## src/rtl/wb_pkg.sv

```systemverilog
// Shared encodings for the parametrised writeback stage.
package wb_pkg;

   // Write-data select encodings carried on MD.
   typedef enum logic [1:0] {
      MD_ALU = 2'b00,
      MD_MEM = 2'b01,
      MD_SLT = 2'b10,
      MD_ILL = 2'b11
   } md_e;

   // Stage control states.
   typedef enum logic {
      ST_IDLE     = 1'b0,
      ST_WAIT_MEM = 1'b1
   } state_e;

endpackage : wb_pkg

```

## src/rtl/wb_mux_p.sv

```systemverilog
// Write-data select: picks ALU result, load data or the zero-extended
// set-less-than flag according to MD. Illegal MD yields zero.
module wb_mux_p
   import wb_pkg::*;
#(
   parameter int DW = 32
) (
   input  logic [1:0]    md,
   input  logic [DW-1:0] f,
   input  logic [DW-1:0] data,
   input  logic          vxorn,
   output logic [DW-1:0] value
);

   // Pure select; every path assigns value so no storage is implied.
   always_comb begin
      // NOTE: a default assignment first keeps every path covered, so no latch is inferred.
      value = '0;
      unique case (md_e'(md))
         MD_ALU:  value = f;
         MD_MEM:  value = data;
         MD_SLT:  value = {{(DW-1){1'b0}}, vxorn};
         default: value = '0;
      endcase
   end

endmodule : wb_mux_p

```

## src/rtl/wb_stage_p.sv

```systemverilog
// Parametrised writeback stage: valid/ready intake, wait for late load
// data, flush, R0 write suppression, sticky illegal-MD flag and
// retire/stall counters. Outputs are registered, one cycle after commit.
module wb_stage_p
   import wb_pkg::*;
#(
   parameter int DW          = 32,
   parameter int AW          = 5,
   parameter int CNT_W       = 16,
   parameter int ZERO_REG_EN = 1
) (
   input  logic             CLOCK,
   input  logic             RESET,
   input  logic             in_valid,
   output logic             in_ready,
   input  logic             flush,
   input  logic             RW,
   input  logic [AW-1:0]    DA,
   input  logic [1:0]       MD,
   input  logic             VxorN,
   input  logic [DW-1:0]    F,
   input  logic [DW-1:0]    Data,
   input  logic             data_valid,
   output logic [DW-1:0]    BUS_D,
   output logic [AW-1:0]    DA_out,
   output logic             RW_out,
   output logic             md_err,
   output logic [CNT_W-1:0] retire_cnt,
   output logic [CNT_W-1:0] stall_cnt
);

   state_e        state_q, state_d;
   logic          held_rw_q;
   logic [AW-1:0] held_da_q;

   logic          handshake;
   logic          commit;
   logic          latch_load;
   logic          commit_rw;
   logic [AW-1:0] commit_da;
   logic [1:0]    commit_md;
   logic          commit_ill;
   logic          zero_dst;
   logic [DW-1:0] commit_value;

   assign in_ready  = (state_q == ST_IDLE);
   assign handshake = in_valid & in_ready & ~flush;

   // Next-state and commit decision; a held load always commits as MD_MEM.
   always_comb begin
      state_d    = state_q;
      commit     = 1'b0;
      latch_load = 1'b0;
      commit_rw  = RW;
      commit_da  = DA;
      commit_md  = MD;
      unique case (state_q)
         ST_IDLE: begin
            if (handshake) begin
               if ((md_e'(MD) == MD_MEM) && !data_valid) begin
                  latch_load = 1'b1;
                  state_d    = ST_WAIT_MEM;
               end else begin
                  commit = 1'b1;
               end
            end
         end
         ST_WAIT_MEM: begin
            commit_rw = held_rw_q;
            commit_da = held_da_q;
            commit_md = MD_MEM;
            // Flush takes priority over arriving load data.
            if (flush) begin
               state_d = ST_IDLE;
            end else if (data_valid) begin
               commit  = 1'b1;
               state_d = ST_IDLE;
            end
         end
         default: state_d = ST_IDLE;
      endcase
   end

   assign commit_ill = (md_e'(commit_md) == MD_ILL);
   assign zero_dst   = (ZERO_REG_EN != 0) && (commit_da == '0);

   wb_mux_p #(.DW(DW)) u_mux (
      .md    (commit_md),
      .f     (F),
      .data  (Data),
      .vxorn (VxorN),
      .value (commit_value)
   );

   // State register.
   always_ff @(posedge CLOCK or posedge RESET) begin
      // NOTE: sequential state uses non-blocking assignments so all registers update together at the edge.
      if (RESET) state_q <= ST_IDLE;
      else       state_q <= state_d;
   end

   // Capture destination of a load waiting for its data.
   always_ff @(posedge CLOCK or posedge RESET) begin
      if (RESET) begin
         held_rw_q <= 1'b0;
         held_da_q <= '0;
      end else if (latch_load) begin
         held_rw_q <= RW;
         held_da_q <= DA;
      end
   end

   // Output registers: write strobe pulses only on a committed, unsuppressed write.
   always_ff @(posedge CLOCK or posedge RESET) begin
      if (RESET) begin
         BUS_D  <= '0;
         DA_out <= '0;
         RW_out <= 1'b0;
         md_err <= 1'b0;
      end else begin
         RW_out <= 1'b0;
         if (commit) begin
            BUS_D  <= commit_value;
            DA_out <= commit_da;
            RW_out <= commit_rw & ~commit_ill & ~zero_dst;
            if (commit_ill) md_err <= 1'b1;
         end
      end
   end

   // Retire counter wraps; stall counter saturates while waiting on memory.
   always_ff @(posedge CLOCK or posedge RESET) begin
      if (RESET) begin
         retire_cnt <= '0;
         stall_cnt  <= '0;
      end else begin
         if (commit) retire_cnt <= retire_cnt + CNT_W'(1);
         if ((state_q == ST_WAIT_MEM) && (stall_cnt != '1)) stall_cnt <= stall_cnt + CNT_W'(1);
      end
   end

endmodule : wb_stage_p

```

## config.mk

```make
export PLATFORM = sky130hd
export DESIGN_NAME = wb_stage_p
export DESIGN_NICKNAME = d
export VERILOG_FILES = /design/src/rtl/wb_pkg.sv /design/src/rtl/wb_mux_p.sv /design/src/rtl/wb_stage_p.sv
export SDC_FILE = /design/constraint.sdc
export NUM_CORES = 1
export LEC_CHECK = 0
export ABC_AREA = 1
export BUFFER_PORTS_ARGS = -buffer_cell sky130_fd_sc_hd__buf_2
export CAP_MARGIN = 20
export CORE_MARGIN = 10
export CORE_UTILIZATION = 36
export DETAILED_ROUTE_END_ITERATION = 16
export HOLD_SLACK_MARGIN = 0.12
export PLACE_DENSITY = 0.61
export SYNTH_ARGS = -nofsm -noshare
export SYNTH_HDL_FRONTEND = slang
export SYNTH_SLANG_ARGS = --single-unit
```

## constraint.sdc

```tcl
create_clock -name CLOCK -period 7.6 [get_ports CLOCK]
set_input_delay 1.52 -clock CLOCK [delete_from_list [all_inputs] [get_ports CLOCK]]
set_output_delay 1.52 -clock CLOCK [all_outputs]
set_load 0.01 [all_outputs]
```

==> results by stage, run 1 <==
Outcome:
- The run finished with clean final reports.

Synth:
- Ranked by total cell area, the synthesized netlist is headed by dfrtp_1 47%, nand2_1 29%, nor2_1 3.5%.
- The sequential element share of the synthesized area is 47.3%.
- The multiplexer area fraction after synthesis is 0%.
- The commonest cells after synthesis are 316 x nand2_1, 78 x dfrtp_1, 38 x nor2_1.
- Counting flops with a built-in enable in the synthesized netlist gives 0.
- In the post-synthesis netlist, the cell with the most instances is nand2_1.
- The synthesized design devotes to its leading area cell type 47.3% of total area.
- When the netlist entered floorplanning its net count stood at 653.
- The top flip-flop cell by instance count after synthesis is dfrtp_1.
- After Yosys synthesis, and, or, nand and nor cells account for 39.4% of the synthesized area.
- Counting distinct cell types in the post-synthesis netlist gives 30.
- The cell area after synthesis is 4130 µm².
- By area, the combinational part of the netlist is dominated by simple AND/OR/NAND/NOR gates.
- The mean post-synth cell area is 7.20 µm².
- The Yosys step of the flow raised 0 warnings.
- Summing the areas of all xor and xnor instances in the mapped netlist gives 2.76% of the synthesized area.
- The largest total area in the synthesized netlist belongs to dfrtp_1.
- The number of storage elements in the synthesis netlist is 78.
- After Yosys synthesis, full adders, half adders and majority gates account for 0.607% of the synthesized area.
- The cell count after synthesis came out at 573.
- The area fraction in compound gates after synthesis is 3.37%.
- The async set-or-reset flop fraction in the synthesized netlist is 100%.

Setup path:
- The data arrival time at the worst-slack endpoint is 1.53 ns.
- The critical path launch point type is a flop.
- The critical path class is reg -> out.
- The maximum fanout count along the critical path is 19.
- At the worst endpoint, the required time is 6.08 ns.
- The worst setup path is captured at an output port.
- The startpoint of the most critical setup path is state_q.
- The worst register-to-register path begins at state_q.

Die:
- The core region is 11300 µm².
- The number of placed I/O pins is 150.
- For this configuration, the core starts out at a cell density of 36.4%.
- The overall die height is 127 µm.
- After floorplanning, the core was divided into 39 placement rows.
- The die covers 16100 µm².
- The width of the chip is 127 µm.

Layout:
- The ratio of cells with drive above 1 in the final layout is 25.8%.
- The filler cells instantiated in the layout total 1152.
- Summing all flip-flop and latch instances after layout gives 1950 µm².
- The area growth from synthesis to layout is 29.3%.
- The net count of the finished layout is 797.
- In the final layout, the multi-input gates occupy 1910 µm².
- The number of diodes is 0.

Clock tree:
- The number of hold-repair buffers added at the cts stage is 0.
- The H-tree generated during clock tree synthesis spans 3 levels.
- The number of buffers added by the clock tree synthesis step is 9.
- The clock tree buffer depth is 2.
- The clock-pin slew reported for the worst setup and hold paths after clock tree synthesis is 0.06 ns.
- The cell sitting at the root of the clock tree is a clkbuf_16.
- Post-CTS repair changed the size of 0 cells.
- Buffers added to address setup during post-CTS repair amount to 0.
- The clock insertion delay at the later pin of the skew report is 0.33 ns.
- The TritonCTS sink count is 78.
- TritonCTS built the clock tree.

Route:
- The mean number of vias per cell is 4.58.
- The number of vias in the routed layout is 3959.
- The average wire length per cell after detail routing is 13.7 µm.
- For this run, design rule violations remaining after detail routing come to 0.
- The number of antenna-violating nets in the routed design is 0.
- The aggregate routed wire length is 11.9 mm.
- In this run, the number of DRC markers left after iteration 0 of detailed routing was 225.
- The number of optimization iterations in the first detailed-route pass is 4.

Global routing:
- Global routing used 24.4% of the available met2 tracks.
- Entering global routing, the biggest net connects 79 pins.
- The number of antenna violations at the first check in global routing was 0.
- The overall track demand over capacity in global routing is 14.4%.
- The global-route met1 utilization is 17.0%.
- The via count of the first global-routing pass came to 3971.
- For this run the aggregate overflow at the end of global routing stands at 0.
- The most used routing layer in global routing is met2.
- The first global-routing pass estimated 19.4 mm of wire.
- The global-route met3 utilization is 4.88%.

Placed design:
- Before CTS, the worst setup slack after placement is 4.27 ns.
- During placement, the flow inserted port buffers numbering 149.
- The global placement routability congestion is 0.866.
- The estimated wirelength of the detail-placed design is 8.94 mm.

Timing:
- Setup violations remaining at the end of the flow were counted as 0.
- The relative max-transition margin is 49.2%.
- Subtracting the final worst setup slack from the clock period gives 3.05 ns.
- The max-slew violation total from the final report came to 0.
- The number of failing hold endpoints at the final stage is 0.
- Setup repair after global routing left no endpoint under its margin.
- In the post-route analysis, the smallest setup slack over all paths is 4.55 ns.
- The maximum clock skew at final layout is 0.00311 ns.
- For this run, the top clock speed supported by timing is 0.328 GHz.
- The period utilization is 40.1%.
- The summed negative setup slack over all endpoints is 0 ns.
- At the pin with the least slew margin, the transition time is 0.759 ns.

Power:
- IR analysis of the VDD net gives a maximum drop of 0.162 mV.
- The standby leakage power is 3.06 nW.
- For this design the ratio of total power to cell area is 232 nW/µm².

Hold path:
- The worst min-delay path category is reg -> reg.
- The worst hold path begins at BUS_D[19].

Run:
- The tool flagged a number of max-cap violations equal to 0.
==> stage by stage <==
stage / power (mW) / hold slack [ns] / cells / instance area, µm² / utilization [%]
final: 1.24 / 0.470 / 864 / 5330 / 47.1
after floorplan: 0.646 / 0.459 / 573 / 4130 / -
after global routing: 1.30 / 0.490 / 864 / 5330 / 47.1
after detailed placement: 0.756 / 0.460 / 848 / 4970 / 43.9
after global placement: 0.749 / 0.459 / 847 / 4940 / 43.6
after CTS: 1.25 / 0.476 / 863 / 5310 / 46.9
==> area by class of cell <==
class,instances,share of cell area (%)
sequential,78,36.6
multi-input combinational,439,35.8
timing repair buffer,153,15.3
clock buffer,11,4.55
tap,143,3.35
inverter,36,2.65
clock inverter,4,1.78
==> logic make-up after synthesis <==
group | Yosys count
and+or+nand+nor | 401
adders and majority gates | 2
buffers and inverters | 56
xor gates and xnor gates | 13
AOI/OAI and AO/OA | 23
DFF | 78
==> worst paths after layout <==
path                       cells after the start  slack (ns)        endpoint
min reg2reg                                    2        0.47       BUS_D[19]
min                                            2        0.47       BUS_D[19]
max                                            2        4.55        in_ready
min in group asynchronous                      3        1.18       BUS_D[30]
max reg2reg                                    7        5.13  retire_cnt[10]
max in group asynchronous                      4        5.85       BUS_D[27]
==> cells in the final DEF, fill, tap and decap left out, drive strengths merged <==
master,Yosys,final
a21o,1,1
a21oi,4,4
and2,1,1
buf,20,153
bufinv,0,3
clkbuf,0,11
clkinv,1,3
dfrtp,78,78
ha,2,2
inv,35,34
nand2,320,320
nand3,17,17
nand3b,6,6
nand4,12,12
nor2,40,40
nor3,4,4
o21ai,17,17
o31ai,1,1
or2,1,1
xnor2,5,5
xor2,8,8
==> sequential cells by signal, indices dropped and copies added, names as in the netlist <==
name and cells:
retire_cnt 16, RW_out 1, held_da_q 5, held_rw_q 1, DA_out 5, stall_cnt 16, md_err 1, BUS_D 32
state_q 1
==> worst max-delay path, cell delays in order, from the launching register on <==
cell and delay [ns]:
dfrtp_1 0.78, clkinv_4 0.21, buf_2 0.20
==> power breakdown <==
group | total [mW] | switching [mW] | internal, mW | leakage, nW
combinational | 0.225 | 0.131 | 0.0939 | 1.87
sequential | 0.521 | 0.0491 | 0.472 | 1.02
clock | 0.491 | 0.163 | 0.328 | 0.166
==> routing by layer <==
| metal | vias up | wire [µm] |
|---|---|---|
| li1 | 2050 | - |
| met1 | 1798 | 4990 |
| met2 | 102 | 5940 |
| met3 | 9 | 791 |
| met4 | 0 | 137 |
| met5 | - | 0 |
No activity file was read; power rests on OpenSTA's default activity.
==> run 2, diff against run 1 <==
==> constraint.sdc (replaced) <==
create_clock -name CLOCK -period 3 [get_ports CLOCK]
set_input_delay 0.6 -clock CLOCK [delete_from_list [all_inputs] [get_ports CLOCK]]
set_output_delay 0.6 -clock CLOCK [all_outputs]
set_load 0.01 [all_outputs]
==> results by stage, run 2 (same netlist as run 1, synthesis figures left out) <==
Outcome:
- The flow ran to the end, and the final reports show no timing, DRC or antenna violations.

Layout:
- The register with the highest flop count is BUS_D.
- After routing the design area is 5300 µm².
- In the final layout, the registers with the most flip-flops are BUS_D (32), retire_cnt (16), stall_cnt (16).
- The area growth from synthesis to layout is 28.4%.
- At the end of the flow, the number of nets in the layout was 799.
- For this run, the share of the core covered by cells in the final layout is 46.8%.
- In the final layout, flip-flops and latches occupy 1950 µm².
- In the layout the commonest cells are 316 x nand2_1, 149 x buf_2, 78 x dfrtp_1.
- Cells with a size suffix above 1 make up 26.2% of the layout.
- The most frequent standard cell in the layout excluding fill and tap cells is nand2_1.
- The number of flip-flops under the largest register name is 32.
- The number of filler cells placed in the layout is 1138.
- The area taken by multi-input logic gates is 1910 µm².

Setup path:
- The critical path launch point type is a flop.
- The endpoint required time on the critical path is 3.21 ns.
- The critical path goes through clkinv_4 -> nand3_2 -> nand2_2 -> nand2_4 -> buf_4 -> nor2_4 -> xor2_1.
- The critical path's largest stage delay is 0.78 ns.
- The type of destination of the critical path is a flop.
- Broken down by cell family, the worst path's largest delay share belongs to flip-flops.
- The cell count of the worst reg-to-reg path is 7.
- The data arrival time at the worst-slack endpoint is 2.33 ns.
- The number of buffers and inverters on the critical path is 2.
- The critical path class is reg -> reg.
- In this run the number of cells on the critical path is 7.
- The cell type of the slowest stage on the worst timing path is dfrtp_1.
- In this run the worst path has a maximum fanout of 51.

Timing:
- On the final layout, the worst clock skew is 0.00640 ns.
- The summed negative setup slack over all endpoints is 0 ns.
- The measured slew at the worst slew-check pin is 0.773 ns.
- Setup repair after global routing left no endpoint under its margin.
- The number of failing hold endpoints at the final stage is 0.
- The final critical path takes up 70.9% of the cycle.
- Setup violations remaining at the end of the flow were counted as 0.
- The worst pin sits at a relative slew slack of 48.3%.
- Hold is met by 0.275 ns.
- Derived from the worst setup path, the maximum achievable clock frequency is 0.470 GHz.
- The max-slew violation total from the final report is 0.
- The minimum period implied by the final worst setup slack is 2.13 ns.

Global routing:
- The number of antenna violations at the first check in global routing was 1.
- After global routing the overflow that remains totals 0.
- The via count of the first global-routing pass is 4037.
- The maximum number of pins on one net before global-route repair is 52.
- The first global-routing pass estimated 19.6 mm of wire.
- For this run, the total global-route usage over all layers was measured as 14.7%.

Route:
- The average wire length per cell after detail routing is 14.0 µm.
- Wires add up to 12.2 mm.
- Using the TritonRoute via totals, the vias-per-cell ratio works out to 4.61.
- The first detailed-routing pass ran for 5 iterations.
- The count of nets left with antenna violations once routing finished came out at 0.
- For this block, the initial DRC count from the detailed router was 230.
- The number of vias in the routed layout is 3999.
- For this run, design rule violations remaining after detail routing come to 0.

Die:
- Measured along the x axis, the die boundary spans 127 µm.
- Measured along the y axis, the die boundary spans 127 µm.
- The row count is 39.
- During I/O placement, the number of pins put on the boundary was 150.
- The floorplan step defined a die boundary enclosing 16100 µm².
- The initial core utilization is 36.4%.
- The area of the core region is 11300 µm².

Clock tree:
- TritonCTS built the clock tree.
- The number of hold-repair buffers added at the cts stage is 0.
- The number of gates resized after CTS is 0.
- The number of setup buffers added after CTS is 0.
- The number of buffers added by the clock tree synthesis step is 9.
- Clock-pin slew was measured on the worst setup and hold paths at 0.06 ns.
- At the later pin of the worst-skew pair, clock insertion delay measures 0.33 ns.
- No sink is reached through more buffers than the 2 on the longest clock path.
- In this run the number of H-tree levels came out at 3.
- The clock tree root driver cell is clkbuf_16.
- CTS saw 78 sinks.

Power:
- Summed over all cells, the static leakage comes to 3.04 nW.
- Power spread over the standard cell area amounts to 578 nW/µm².
- VDD sags by at most 0.251 mV.
- Power comes to 3.06 mW.

Placed design:
- The estimated wirelength of the detail-placed design is 9.28 mm.
- The count of buffers added on input and output ports is 149.
- The post-detailed-placement cell area is 4970 µm².
- The global placement routability congestion is 0.847.

Run:
- Across the run, the number of max-cap violations was 0.

Hold path:
- The worst hold path belongs to the class in -> async.
==> run 2: changes by cell type in the layout (fill, tap and decap cells not counted), sizes merged <==
cell,delta
clkbuf,-1
diode,+1
buf,+2
clkinv,+1
bufinv,-1
clkinvlp,+2
==> run 2: worst reg2reg max path: stages, from the launching register on <==
cell and delay, ns:
dfrtp_1 0.78, clkinv_4 0.21, nand3_2 0.12, nand2_2 0.06, nand2_4 0.06, buf_4 0.45, nor2_4 0.15, xor2_1 0.17
==> run 2: path summary, 6_finish.rpt <==
check / end / start / slack, ns
min in group CLOCK: md_err / md_err / 0.46
max: retire_cnt[7] / state_q / 0.87
max reg2reg: retire_cnt[7] / state_q / 0.87
max in group asynchronous: stall_cnt[0] / RESET / 1.95
min: BUS_D[1] / RESET / 0.28
min reg2reg: md_err / md_err / 0.46
==> run 2: power by group <==
part           switching (mW)  internal [mW]  total, mW  leakage, nW
clock network           0.428          0.748       1.18        0.154
registers               0.121           1.19       1.32         1.02
logic                   0.334          0.234      0.568         1.86
==> run 2: cell type report <==
cell class / instances / area share [%]
antenna: 1 / 0.0472
inverter: 36 / 2.67
multi-input combinational: 439 / 36.0
tap: 143 / 3.38
timing repair buffer: 155 / 14.9
sequential: 78 / 36.8
clock buffer: 10 / 4.51
clock inverter: 6 / 1.61
==> run 2: per-stage QoR <==
step,setup slack [ns],instances
finish,0.873,868
global placement,0.901,851
detailed placement,0.876,851
CTS,0.867,867
global route,0.730,868
floorplan,0.405,573
==> run 2: layer usage <==
metal  global-route usage [%]  routed length, µm  vias up
met3                     4.84                800       14
li1                         -                  -     2058
met1                     17.0               5090     1822
met5                        0                  0        -
met2                     24.9               6050      105
met4                     5.29                249        0
==> run 3, diff against run 2 <==
==> constraint.sdc (replaced) <==
create_clock -name CLOCK -period 2 [get_ports CLOCK]
set_input_delay 0.4 -clock CLOCK [delete_from_list [all_inputs] [get_ports CLOCK]]
set_output_delay 0.4 -clock CLOCK [all_outputs]
set_load 0.01 [all_outputs]
==> results by stage, run 3 (same netlist as run 1, synthesis figures left out) <==
Route:
- The first detailed-routing pass took 4 iterations.
- For this block, the routed nets add up to 11.8 mm of wire.
- The detailed router finished its first iteration with 246 violations.
- In the final routed layout, each cell accounts on average for 13.7 µm.
- For this run, design rule violations remaining after detail routing come to 0.
- The mean number of vias per cell is 4.66.
- The detail route stage leaves a number of antenna-violating nets equal to 0.
- Summing over every cut layer, the via total after detailed routing is 4041.

Layout:
- Counting the fill cells in the layout gives 1162.
- In the final design database the tool counted 800 nets.
- The number of flip-flops under the largest register name is 32.
- The largest registers in the layout are BUS_D (32), retire_cnt (16), stall_cnt (16).
- The finished cells cover 5340 µm².
- Leaving out fill and tap cells, the most frequent cell in the layout is nand2_1.
- The top cell types in the final layout, fill and taps aside, are 316 x nand2_1, 149 x buf_2, 78 x dfrtp_1.
- The sequential cell area is 1950 µm².
- The post-route netlist has 26.1% of its cells at a drive strength greater than 1.
- The area taken by multi-input logic gates is 1910 µm².
- The register with the most flip-flops in the final layout is BUS_D.
- The number of diodes is 0.
- From synthesis to final layout, the design area changed by 29.4%.

Clock tree:
- TritonCTS built the clock tree.
- The number of setup buffers added after CTS is 0.
- The TritonCTS sink count is 78.
- Clock tree synthesis selected as its root buffer the cell clkbuf_16.
- Gates resized during post-CTS repair numbered 0.
- After clock tree synthesis, the flow added hold-fix buffers numbering 0.
- The clock insertion delay at the later pin of the skew report is 0.33 ns.
- In this run the number of H-tree levels came out at 3.
- Clock-pin slew was measured on the worst setup and hold paths at 0.06 ns.
- TritonCTS created 9 clock buffers.
- No sink is reached through more buffers than the 2 on the longest clock path.

Global routing:
- Global routing finished with a remaining overflow of 0.
- The global-route met1 utilization is 17.7%.
- The via count of the first global-routing pass was 3987.
- The overall track demand over capacity in global routing is 14.5%.
- The number of antenna violations at the first check in global routing came to 0.
- The global-route met3 utilization is 3.89%.
- The first global-routing pass estimated 19.6 mm of wire.
- Entering global routing, the biggest net connects 79 pins.
- The routing usage on met2 is 24.3%.
- The most used routing layer in global routing is met2.

Die:
- The area of the core region is 11300 µm².
- The row count is 39.
- The floorplan step set the die width to 127 µm.
- The overall die height is 127 µm.
- The die covers 16100 µm².
- For this configuration, the core starts out at a cell density of 36.4%.
- The number of placed I/O pins is 150.

Placed design:
- The worst-case setup slack after placement is 0.173 ns.
- After detailed placement, the total cell area comes to 5020 µm².
- The estimated wirelength of the detail-placed design is 9.02 mm.
- The global placement routability congestion is 0.864.
- The count of port buffers added during placement is 149.

Hold path:
- The path class of the tightest hold or removal check is in -> async.

Setup path:
- The worst setup path is captured at a flop.
- On the worst path, the slowest cell contributes a delay of 0.45 ns.
- The most numerous cell type found on the critical path is nand2_1.
- In this run the critical register-to-register path is launched from stall_cnt[0].
- At the worst endpoint, the arrival time is 1.84 ns.
- The register-to-register path setup slack is 0.41 ns.
- The critical path class is reg -> reg.
- The endpoint required time on the critical path is 2.25 ns.
- In this run the critical register-to-register path is captured at stall_cnt[3].
- For the worst flop-to-flop path, the logic depth is 8.
- The cell type of the slowest stage on the worst timing path is dfrtp_1.
- Traced cell by cell, the critical path runs through ha_1 -> nand2_1 -> nor2_1 -> nand2_1 -> nor2_1 -> nor2_2 -> nand2_1 -> o21ai_0.
- The worst setup path is launched from a flop.
- The maximum fanout count along the critical path is 12.

Timing:
- For the pin with the worst max-slew slack, the measured transition is 0.536 ns.
- The period utilization is 79.4%.
- The fmax is 0.630 GHz.
- The number of failing hold endpoints at the final stage was 0.
- Setup total negative slack on the finished layout was measured at 0 ns.
- The max-slew violation total from the final report came to 0.
- The relative max-transition margin is 64.3%.
- The minimum period implied by the final worst setup slack is 1.59 ns.
- Setup violations remaining at the end of the flow were counted as 0.
- On the final layout, the worst clock skew is 0.00619 ns.
- Setup slack on the critical path of the routed design comes to 0.413 ns.
- Setup repair after global routing left no endpoint under its margin.

Power:
- In this run the power density over the cells is 859 nW/µm².
- The worst-case IR drop observed on VDD is 0.478 mV.
- In this run the static leakage power is 3.05 nW.
- The total power is 4.59 mW.

Outcome:
- The run finished with clean final reports.

Run:
- The reported max-cap violation count is 0.
[run 3: cell count changes in the layout (fill, tap and decap cells not counted), sizes merged]
cell | previous run | this run
clkinv | 4 | 1
buf | 155 | 156
clkbuf | 10 | 13
diode | 1 | 0
[run 3: worst max-delay path by stage]
stage | startpoint | end | slack (ns) | depth (start not counted)
after global placement | stall_cnt[0] | stall_cnt[3] | 0.25 | 7
after detailed placement | stall_cnt[0] | stall_cnt[3] | 0.17 | 7
final | stall_cnt[0] | stall_cnt[3] | 0.41 | 8
after CTS | stall_cnt[0] | stall_cnt[3] | 0.19 | 8
after global routing | stall_cnt[0] | stall_cnt[3] | 0.21 | 8
after floorplan | stall_cnt[0] | stall_cnt[10] | 0.54 | 9
[run 3: critical path, delay by kind of cell, from the launching register on]
kind	cells	cell delay [ns]
compound gates	1	0.09
fa+ha+maj	1	0.27
flops	1	0.45
simple gates	6	0.70
[run 3: report_power, final]
| group | leakage [nW] | switching, mW | total [mW] | internal, mW |
|---|---|---|---|---|
| registers | 1.02 | 0.189 | 1.98 | 1.79 |
| clock network | 0.150 | 0.618 | 1.75 | 1.13 |
| logic | 1.88 | 0.496 | 0.857 | 0.361 |
[run 3: cell type report]
| cell class | instances | share of cell area (%) |
|---|---|---|
| Clock buffer | 13 | 4.69 |
| Tap cell | 143 | 3.35 |
| Timing Repair Buffer | 156 | 15.7 |
| Inverter | 36 | 2.70 |
| Clock inverter | 3 | 1.27 |
| Multi-Input combinational cell | 439 | 35.8 |
| Sequential cell | 78 | 36.6 |
[run 3: routing by layer]
metal / part of all wire [%] / wire length, µm
met2: 50 / 5910
met5: 0 / 0
met3: 5.8 / 689
met1: 43 / 5100
met4: 1.3 / 150
[run 3: stage by stage]
stage | std cells | hold slack [ns] | util, %
6_report | 868 | 0.163 | 47.2
5_1_grt | 868 | 0.223 | 47.2
4_1_cts | 868 | 0.208 | 47.1
3_5_place_dp | 852 | 0.461 | 44.3
3_3_place_gp | 852 | 0.461 | 44.3
2_1_floorplan | 573 | 0.459 | -
